[config.mk]
export PLATFORM = sky130hd
export DESIGN_NAME = pixel_write_scheduler
export DESIGN_NICKNAME = d
export VERILOG_FILES = /design/src/rtl/pixel_pkg.sv /design/src/rtl/draw_req_fifo.sv /design/src/rtl/pixel_write_scheduler.sv
export SDC_FILE = /design/constraint.sdc
export NUM_CORES = 1
export LEC_CHECK = 0
export CORE_MARGIN = 3
export CORE_UTILIZATION = 28
export DETAILED_ROUTE_END_ITERATION = 16
export HOLD_SLACK_MARGIN = 0.05
export SETUP_SLACK_MARGIN = 0.02
export SYNTH_ARGS = -nofsm -noshare
export SYNTH_HDL_FRONTEND = slang
export SYNTH_HIERARCHICAL = 1
export SYNTH_SLANG_ARGS = --single-unit
[constraint.sdc]
create_clock -name clk -period 5.5 [get_ports clk]
set_input_delay 0.825 -clock clk [delete_from_list [all_inputs] [get_ports clk]]
set_output_delay 0.825 -clock clk [all_outputs]
set_load 0.02 [all_outputs]
[src/rtl/pixel_pkg.sv]
// Shared types and constants for the pixel memory write path.
// Provides the pixel coordinate/colour typedefs, the packed draw request
// carried through the draw FIFO, the panel geometry constants and the
// scheduler state encoding.
package pixel_pkg;

    localparam int PANEL_W    = 64;
    localparam int PANEL_H    = 64;
    localparam int NUM_PIXELS = PANEL_W * PANEL_H;

    typedef logic [5:0] pixel_coord_t;
    typedef logic [2:0] pixel_color_t;

    typedef struct packed {
        pixel_coord_t x;
        pixel_coord_t y;
        pixel_color_t color;
    } draw_req_t;

    typedef enum logic [1:0] {
        ST_IDLE  = 2'd0,
        ST_CLEAR = 2'd1,
        ST_DRAIN = 2'd2
    } sched_state_t;

endpackage

[src/rtl/draw_req_fifo.sv]
// Synchronous FIFO of draw requests between the renderer and the scheduler.
// Ports:
//   clk, rst_n   : clock and asynchronous active-low reset
//   push         : write request (ignored while full)
//   push_data    : request written on an accepted push
//   pop          : read request (ignored while empty)
//   pop_data     : current head entry (valid while not empty)
//   count        : number of stored entries, 0..QDEPTH
//   full, empty  : derived from the registered count
module draw_req_fifo
    import pixel_pkg::*;
#(
    parameter int QDEPTH = 4
) (
    input  logic                       clk,
    input  logic                       rst_n,
    input  logic                       push,
    input  draw_req_t                  push_data,
    input  logic                       pop,
    output draw_req_t                  pop_data,
    output logic [$clog2(QDEPTH):0]    count,
    output logic                       full,
    output logic                       empty
);
    localparam int PTR_W = $clog2(QDEPTH);

    logic [PTR_W-1:0] wr_ptr_q, wr_ptr_d;
    logic [PTR_W-1:0] rd_ptr_q, rd_ptr_d;
    logic [PTR_W:0]   count_q, count_d;
    logic             do_push, do_pop;
    draw_req_t        mem_q [QDEPTH];

    assign full     = (count_q == (PTR_W+1)'(QDEPTH));
    assign empty    = (count_q == '0);
    assign count    = count_q;
    assign pop_data = mem_q[rd_ptr_q];

    // Pointers wrap naturally because QDEPTH is a power of two; a push and
    // a pop in the same cycle leave the count unchanged.
    always_comb begin
        do_push  = push & ~full;
        do_pop   = pop & ~empty;
        wr_ptr_d = wr_ptr_q + {{(PTR_W-1){1'b0}}, do_push};
        rd_ptr_d = rd_ptr_q + {{(PTR_W-1){1'b0}}, do_pop};
        count_d  = count_q + {{PTR_W{1'b0}}, do_push} - {{PTR_W{1'b0}}, do_pop};
    end

    always_ff @(posedge clk or negedge rst_n) begin
        if (!rst_n) begin
            wr_ptr_q <= '0;
            rd_ptr_q <= '0;
            count_q  <= '0;
        end else begin
            wr_ptr_q <= wr_ptr_d;
            rd_ptr_q <= rd_ptr_d;
            count_q  <= count_d;
        end
    end

    // Storage needs no reset: entries are only read once counted as valid.
    always_ff @(posedge clk) begin
        if (do_push) begin
            mem_q[wr_ptr_q] <= push_data;
        end
    end

endmodule

[src/rtl/pixel_write_scheduler.sv]
// Sole owner of the pixel memory write port. Arbitrates between full-frame
// clear sweeps and queued single-pixel draws, issuing writes only when the
// scan driver flags the following cycle as free (write_window).
// Ports:
//   clk, rst_n                   : clock, asynchronous active-low reset
//   clear_req / clear_color      : clear request pulse and fill colour
//   clear_busy / clear_done      : sweep pending-or-running, last-write pulse
//   draw_valid/ready/x/y/color   : draw request handshake into the FIFO
//   write_window                 : port free in the next cycle
//   mem_write_en/x/y/color       : registered pixel memory write port
module pixel_write_scheduler
    import pixel_pkg::*;
#(
    parameter int QDEPTH = 4,
    parameter int CNT_W  = 12
) (
    input  logic         clk,
    input  logic         rst_n,
    input  logic         clear_req,
    input  pixel_color_t clear_color,
    output logic         clear_busy,
    output logic         clear_done,
    input  logic         draw_valid,
    output logic         draw_ready,
    input  pixel_coord_t draw_x,
    input  pixel_coord_t draw_y,
    input  pixel_color_t draw_color,
    input  logic         write_window,
    output logic         mem_write_en,
    output pixel_coord_t mem_write_x,
    output pixel_coord_t mem_write_y,
    output pixel_color_t mem_write_color
);
    localparam int               FCNT_W   = $clog2(QDEPTH) + 1;
    localparam logic [CNT_W-1:0] LAST_CNT = CNT_W'(NUM_PIXELS - 1);

    sched_state_t      state_q, state_d;
    logic [CNT_W-1:0]  cnt_q, cnt_d;
    logic              clear_pending_q, clear_pending_d;
    pixel_color_t      clear_color_q, clear_color_d;
    pixel_color_t      shadow_color_q, shadow_color_d;
    logic              clear_busy_q, clear_busy_d;
    logic              mem_write_en_q, mem_write_en_d;
    pixel_coord_t      mem_write_x_q, mem_write_x_d;
    pixel_coord_t      mem_write_y_q, mem_write_y_d;
    pixel_color_t      mem_write_color_q, mem_write_color_d;

    logic              clear_fire, drain_fire;
    logic              fifo_full, fifo_empty;
    logic [FCNT_W-1:0] fifo_count;
    draw_req_t         fifo_in, fifo_head;

    assign fifo_in = '{x: draw_x, y: draw_y, color: draw_color};

    draw_req_fifo #(.QDEPTH(QDEPTH)) u_fifo (
        .clk       (clk),
        .rst_n     (rst_n),
        .push      (draw_valid),
        .push_data (fifo_in),
        .pop       (drain_fire),
        .pop_data  (fifo_head),
        .count     (fifo_count),
        .full      (fifo_full),
        .empty     (fifo_empty)
    );

    // State register.
    always_ff @(posedge clk or negedge rst_n) begin
        if (!rst_n) begin
            state_q <= ST_IDLE;
        end else begin
            state_q <= state_d;
        end
    end

    // Next-state logic. A clear request that cannot start a sweep right away
    // (sweep in progress, or draining) is parked in clear_pending with its
    // colour in the shadow register; IDLE then launches it. A fresh request
    // seen in IDLE wins over a parked one since it carries the newer colour.
    always_comb begin
        state_d         = state_q;
        cnt_d           = cnt_q;
        clear_pending_d = clear_pending_q;
        clear_color_d   = clear_color_q;
        shadow_color_d  = shadow_color_q;
        case (state_q)
            ST_IDLE: begin
                if (clear_req) begin
                    state_d         = ST_CLEAR;
                    clear_color_d   = clear_color;
                    clear_pending_d = 1'b0;
                end else if (clear_pending_q) begin
                    state_d         = ST_CLEAR;
                    clear_color_d   = shadow_color_q;
                    clear_pending_d = 1'b0;
                end else if (!fifo_empty) begin
                    state_d = ST_DRAIN;
                end
            end
            ST_CLEAR: begin
                if (clear_req) begin
                    clear_pending_d = 1'b1;
                    shadow_color_d  = clear_color;
                end
                if (clear_fire) begin
                    if (cnt_q == LAST_CNT) begin
                        cnt_d   = '0;
                        state_d = ST_IDLE;
                    end else begin
                        cnt_d = cnt_q + CNT_W'(1);
                    end
                end
            end
            ST_DRAIN: begin
                if (clear_req) begin
                    clear_pending_d = 1'b1;
                    shadow_color_d  = clear_color;
                end
                if (clear_req || clear_pending_q || fifo_empty ||
                    (drain_fire && fifo_count == FCNT_W'(1))) begin
                    state_d = ST_IDLE;
                end
            end
            default: state_d = ST_IDLE;
        endcase
        clear_busy_d = (state_d == ST_CLEAR) | clear_pending_d;
    end

    // Output logic: write decisions for this cycle and the next value of the
    // registered memory port. Address/colour hold when no write is issued.
    always_comb begin
        clear_fire        = (state_q == ST_CLEAR) && write_window;
        drain_fire        = (state_q == ST_DRAIN) && write_window && !fifo_empty;
        clear_done        = clear_fire && (cnt_q == LAST_CNT);
        mem_write_en_d    = clear_fire | drain_fire;
        mem_write_x_d     = mem_write_x_q;
        mem_write_y_d     = mem_write_y_q;
        mem_write_color_d = mem_write_color_q;
        if (clear_fire) begin
            mem_write_x_d     = cnt_q[5:0];
            mem_write_y_d     = cnt_q[11:6];
            mem_write_color_d = clear_color_q;
        end else if (drain_fire) begin
            mem_write_x_d     = fifo_head.x;
            mem_write_y_d     = fifo_head.y;
            mem_write_color_d = fifo_head.color;
        end
    end

    always_ff @(posedge clk or negedge rst_n) begin
        if (!rst_n) begin
            cnt_q             <= '0;
            clear_pending_q   <= 1'b0;
            clear_color_q     <= '0;
            shadow_color_q    <= '0;
            clear_busy_q      <= 1'b0;
            mem_write_en_q    <= 1'b0;
            mem_write_x_q     <= '0;
            mem_write_y_q     <= '0;
            mem_write_color_q <= '0;
        end else begin
            cnt_q             <= cnt_d;
            clear_pending_q   <= clear_pending_d;
            clear_color_q     <= clear_color_d;
            shadow_color_q    <= shadow_color_d;
            clear_busy_q      <= clear_busy_d;
            mem_write_en_q    <= mem_write_en_d;
            mem_write_x_q     <= mem_write_x_d;
            mem_write_y_q     <= mem_write_y_d;
            mem_write_color_q <= mem_write_color_d;
        end
    end

    assign clear_busy      = clear_busy_q;
    assign draw_ready      = ~fifo_full;
    assign mem_write_en    = mem_write_en_q;
    assign mem_write_x     = mem_write_x_q;
    assign mem_write_y     = mem_write_y_q;
    assign mem_write_color = mem_write_color_q;

endmodule
# Yosys cells after proc, flatten, opt, wreduce, memory -nomap -nowiden
# Memory sizes are Yosys's and may differ from the RTL's.
# Cells that the tools add are included.
# W data, S select, Z words.
totals:
  register_bits: 45
  ramBits: 60
  output_inout_bits: 19
  wordCells: 68
  memories: 1
memory_table:
  columns: ["memory", "depth", "word_bits", "read_ports", "rd_ports_with_merged_regs", "write_ports", "line_no", "rtl"]
  rows:
  - ["u_fifo.mem_q", 4, 15, 1, 0, 1, "draw_req_fifo.sv:31", "draw_req_t mem_q [QDEPTH];"]
classes:
  n_addsub: 5
  eq_ne: 6
  mux: 20
  n_bitwise: 6
  n_reduce_logical: 17
ops:
  columns: ["op", "n"]
  rows:
  - ["$mux W6", 4]
  - ["$add A12 B1 Y12 const B", 1]
  - ["$eq A12 B12 Y1 const B", 1]
  - ["$mux W12", 1]
  - ["$mux W2", 6]
  - ["$mux W3", 4]
  - ["$pmux W2 S3", 1]
  - ["$reduce_and A2 Y1", 3]
  - ["$logic_and A1 B1 Y1", 5]
  - ["$add A2 B1 Y2", 2]
  - ["$eq A2 B1 Y1 const B", 2]
  - ["$reduce_bool A2 Y1", 2]
  - ["$add A3 B1 Y3", 1]
  - ["$eq A3 B1 Y1 const B", 1]
  - ["$eq A3 B3 Y1 const B", 1]
  - ["$logic_not A3 Y1", 1]
  - ["$logic_or A1 B1 Y1", 3]
  - ["$mux W1", 3]
  - ["$sub A3 B1 Y3", 1]
  - ["$and A1 B1 Y1", 2]
  - ["$eq A2 B2 Y1 const B", 1]
  - ["$logic_not A2 Y1", 1]
  - ["$not A1 Y1", 2]
  - ["$or A1 B1 Y1", 2]
  - ["3 further kinds", 3]

# Longest topological paths before layout
logic_depth:
  ltp_word: 9
  depth_mapped: 11

# Modules after synthesis
# Netlist, hierarchy kept.
by_module_without_submodules:
  columns: ["mod", "n_inst", "cells_per_inst", "area_each_um2"]
  rows:
  - ["draw_req_fifo", 1, 110, 2600.0]
  - ["pixel_write_scheduler", 1, 196, 1863.0]

# Least setup slack after synthesis
# No wires, ideal clock.
synth_timing:
  path_kind: "input-to-reg"
  from: "input port draw_valid"
  to: "memory u_fifo/mem_q[0][0] (netlist name) (enable)"
  t_arrival_ps: 2447
  t_required_ps: 5069
  setup_slack_ps: 2622
  path_stages: 1
  path_buffers: 0
  cell_sequence: "nor4b_1"
synth_between:
  elab_chain_cells: 3
synth_lines:
  columns: ["element", "line_no", "rtl"]
  rows:
  - ["start, declared", "pixel_write_scheduler.sv:23", "input logic draw_valid,"]
  - ["$and A1 B1 Y1", "draw_req_fifo.sv:41", "do_push = push & ~full;"]
  - ["$mux W1", "draw_req_fifo.sv:62", "if (do_push) begin"]
  - ["$mux W1 (implied by the code)", "draw_req_fifo.sv:63", "mem_q[wr_ptr_q] <= push_data;"]
  - ["end, declared", "draw_req_fifo.sv:31", null]
# No other way between the ends.

# Worst setup path after layout
layout_timing:
  from: "input port write_window"
  to: "output port clear_done"
layout_between:
  elab_chain_cells: 2
layout_lines:
  columns: ["element", "line_no", "rtl"]
  rows:
  - ["start, declared", "pixel_write_scheduler.sv:28", "input logic write_window,"]
  - ["$logic_and A1 B1 Y1", "pixel_write_scheduler.sv:132", "clear_fire = (state_q == ST_CLEAR) && write_window;"]
  - ["$logic_and A1 B1 Y1", "pixel_write_scheduler.sv:134", "clear_done = clear_fire && (cnt_q == LAST_CNT);"]
  - ["end, declared", "pixel_write_scheduler.sv:22", "output logic clear_done,"]
# No other way between the ends.

==> flow_summary_export.csv <==
group,metric,value,unit
outcome,status,"finished, final reports clean",
timing,period_share,0.6536,
floorplan,die_w,132.3,um
drt,first_pass_iters,4,
final_layout,layout-drive-gt1-share,0.1208,
grt,overflow,0,
synth,yosysWarnings,6,
final_layout,fill_cells,1496,
synth,netlist_area,0.004463,mm2
floorplan,die_y,132.3,um
timing,slew_headroom,0.3324,
final_layout,antenna_cells,0,
timing,worst_pin_slew,1.001,ns
critical_path,crit_arrival,2.77,ns
cts,cts_buffers,9,
flow_run,max_cap_viol_count,0,
cts,post_cts_resized,0,
cts,cts_hold_buf,0,
placement,placed_cell_area,0.005130,mm2
power,leakage,2.047,nW
timing,finClkSkew,0.005981,ns
cts,cts_buffer_depth,2,
drt,wire_per_inst,16.08,um
floorplan,num_rows,45,
grt,grtUsageTotal,0.1087,
final_layout,syn2layout_area_growth,21.31,%
grt,grt_pass1_wl,14770,um
synth,ys.flop_type,"edfxtp_1",
critical_path,start_kind,"input pin",
timing,final-max-slew-violation-count,0,
final_layout,design_area,0.005414,mm2
min_path,hold_path.class,"reg2reg",
grt,antenna_found_initial,0,
synth,avgSynthCellArea,14.59,um2
synth,synth_seq_cells,105,
synth,synthArstFlopShare,0.4286,
cts,clk_pin_slew_worst_paths,0.07,ns
cts,clockRootBuffer,"clkbuf_16",
floorplan,io_pins,42,
drt,drt_first_iter_violations,237,
drt,routed_wl,9115,um
power,power.density,511.3,mW/mm2
cts,cts_setup_buffers,0,
drt,drc_errors,0,
final_layout,register_area,0.002928,mm2
synth,synth_edf_count,60,
cts,htree_levels,3,
synth,ys_types,46,
synth,syn_nets,337,
placement,gp_congestion,0.7653,
placement,dp_hpwl,6268,um
timing,rsz0062_at_grt,"no",
timing,setup_viol,0,
critical_path,required,4.68,ns
drt,num_vias,2606,
placement,port_buffers,41,
synth,synth_cells,306,
cts,cts_tree,"yes",
synth,ys_seq_area_frac,0.6560,
timing,tns,0,ns
critical_path,worstSetupPathType,"in2out",
timing,fmax,0.2782,GHz
cts,clk-insertion-delay-late,0.34,ns
floorplan,core,0.01537,mm2
grt,grt_max_degree,46,
cts,clock_sinks,105,
power,peakVddDrop,0.0002123,V
critical_path,end_kind,"output pin",
final_layout,multi_input_area,0.001454,mm2
floorplan,start_util,0.2904,
synth,netlist_top_cells_area,"edfxtp_1 (40%), dfrtp_1 (25%), mux4_1 (4.1%)",
timing,finalCriticalPeriod,3.595,ns
floorplan,die-area,0.01749,mm2
synth,yosys.area.top_type,"edfxtp_1",
drt,via_per_inst,4.596,
critical_path,critPathMaxFanout,37,
drt,antenna_left,0,
synth,synth_top_area_share,0.4037,
final_layout,nNetsFinal,382,
timing,hold_viol_final,0,
grt,grt_pass1_vias,2683,
==> placed cells by master, fill, tap and decap left out, drive strengths merged, types with 4 or more instances in the layout <==
master	instances
dfrtp	45
clkbuf	9
mux4	15
nand3b	6
ha	7
inv	18
buf	5
xnor2	11
nand2	37
nor2	24
edfxtp	60
nor3	7
a21oi	4
clkdlybuf4s50	40
o22ai	4
nor4	4
a31oi	15
==> per-layer routing <==
metal / GRT usage / vias to the layer above / share of wire
met4: 0.03522 / 0 / 0.014
met5: 0 / - / 0
met2: 0.1651 / 55 / 0.46
met1: 0.1471 / 1296 / 0.47
li1: - / 1245 / -
met3: 0.03702 / 10 / 0.057
==> cells in the mapped netlist, types with 2 or more instances <==
cell	count
nand3b_1	6
edfxtp_1	60
nand2_1	37
o41ai_2	2
o22ai_1	4
buf_2	3
nor4b_1	2
nand4_1	2
a31oi_1	15
nor4_1	3
or2_2	3
nor2b_1	2
inv_1	13
xor2_1	3
nor3_1	7
ha_1	7
nor4bb_1	3
dfrtp_1	45
nand3_1	3
o31ai_1	2
nor2_1	24
mux4_2	8
a21oi_1	4
mux4_1	7
mux2_2	3
clkbuf_1	6
xnor2_1	11
o21ai_0	3
==> flip-flops by register name, summed over array words and instances (netlist names) <==
signal           count
u_fifo/wr_ptr_q      2
clear_pending_q      1
clear_color_q        3
shadow_color_q       3
u_fifo/mem_q        60
mem_write_en         1
clear_busy           1
mem_write_y          6
mem_write_x          6
state_q              2
mem_write_color      3
cnt_q               12
u_fifo/count         3
u_fifo/rd_ptr_q      2
==> critical path, cell delays in order <==
cell and delay (ns):
clkdlybuf4s50_1 0.57, nand2_1 0.07, buf_4 0.24, nor4_2 0.35, clkdlybuf4s50_1 0.69
==> cell type report <==
| cell class | instances | share of cell area |
|---|---|---|
| sequential | 105 | 0.5408 |
| multi-input combinational | 177 | 0.2685 |
| timing repair buffer | 45 | 0.08043 |
| tap | 211 | 0.04876 |
| clock buffer | 9 | 0.04160 |
| clock inverter | 7 | 0.01086 |
| inverter | 13 | 0.009013 |
==> report_power, final <==
part,leakage (nW),internal (W),switching (W)
clock,0.144,0.000317,0.000298
sequential,1.10,0.00107,0.000210
combinational,0.802,0.000443,0.000430
total,2.05,0.00183,0.000938
==> metrics by stage <==
stage | utilization | hold slack, ns | worst slack, ns | cells | power [W]
3_5_place_dp | 0.3337 | 0.4867 | 1.657 | 551 | 0.002191
2_1_floorplan | - | 0.4641 | 2.622 | 306 | 0.001831
5_1_grt | 0.3522 | 0.5262 | 1.728 | 567 | 0.002936
3_3_place_gp | 0.3337 | 0.4845 | 1.785 | 551 | 0.002162
4_1_cts | 0.3522 | 0.4996 | 1.915 | 567 | 0.002810
6_report | 0.3522 | 0.5004 | 1.905 | 567 | 0.002768
==> cells by family (layout without fill, tap and decap cells) <==
| kind of cell | Yosys count | after routing | synth area share |
|---|---|---|---|
| flops | 105 | 105 | 0.6560 |
| simple gates | 97 | 97 | 0.1127 |
| compound gates | 39 | 39 | 0.06196 |
| buf+inv | 24 | 74 | 0.02635 |
| mux | 19 | 19 | 0.09139 |
| xor+xnor | 14 | 14 | 0.02747 |
| fa+ha+maj | 8 | 8 | 0.02411 |
==> final timing paths <==
kind	from	endpoint	slack (ns)	cells past startpoint
setup / recovery	write_window	clear_done	1.91	5
hold / removal	cnt_q[10]	cnt_q[10]	0.50	1
setup reg to reg	u_fifo/count[1]	u_fifo/count[2]	2.22	9
hold reg to reg	cnt_q[10]	cnt_q[10]	0.50	1
max in group asynchronous	rst_n	shadow_color_q[1]	4.23	1
min in group asynchronous	rst_n	cnt_q[5]	0.64	1
No activity file was read; power rests on OpenSTA's default activity.
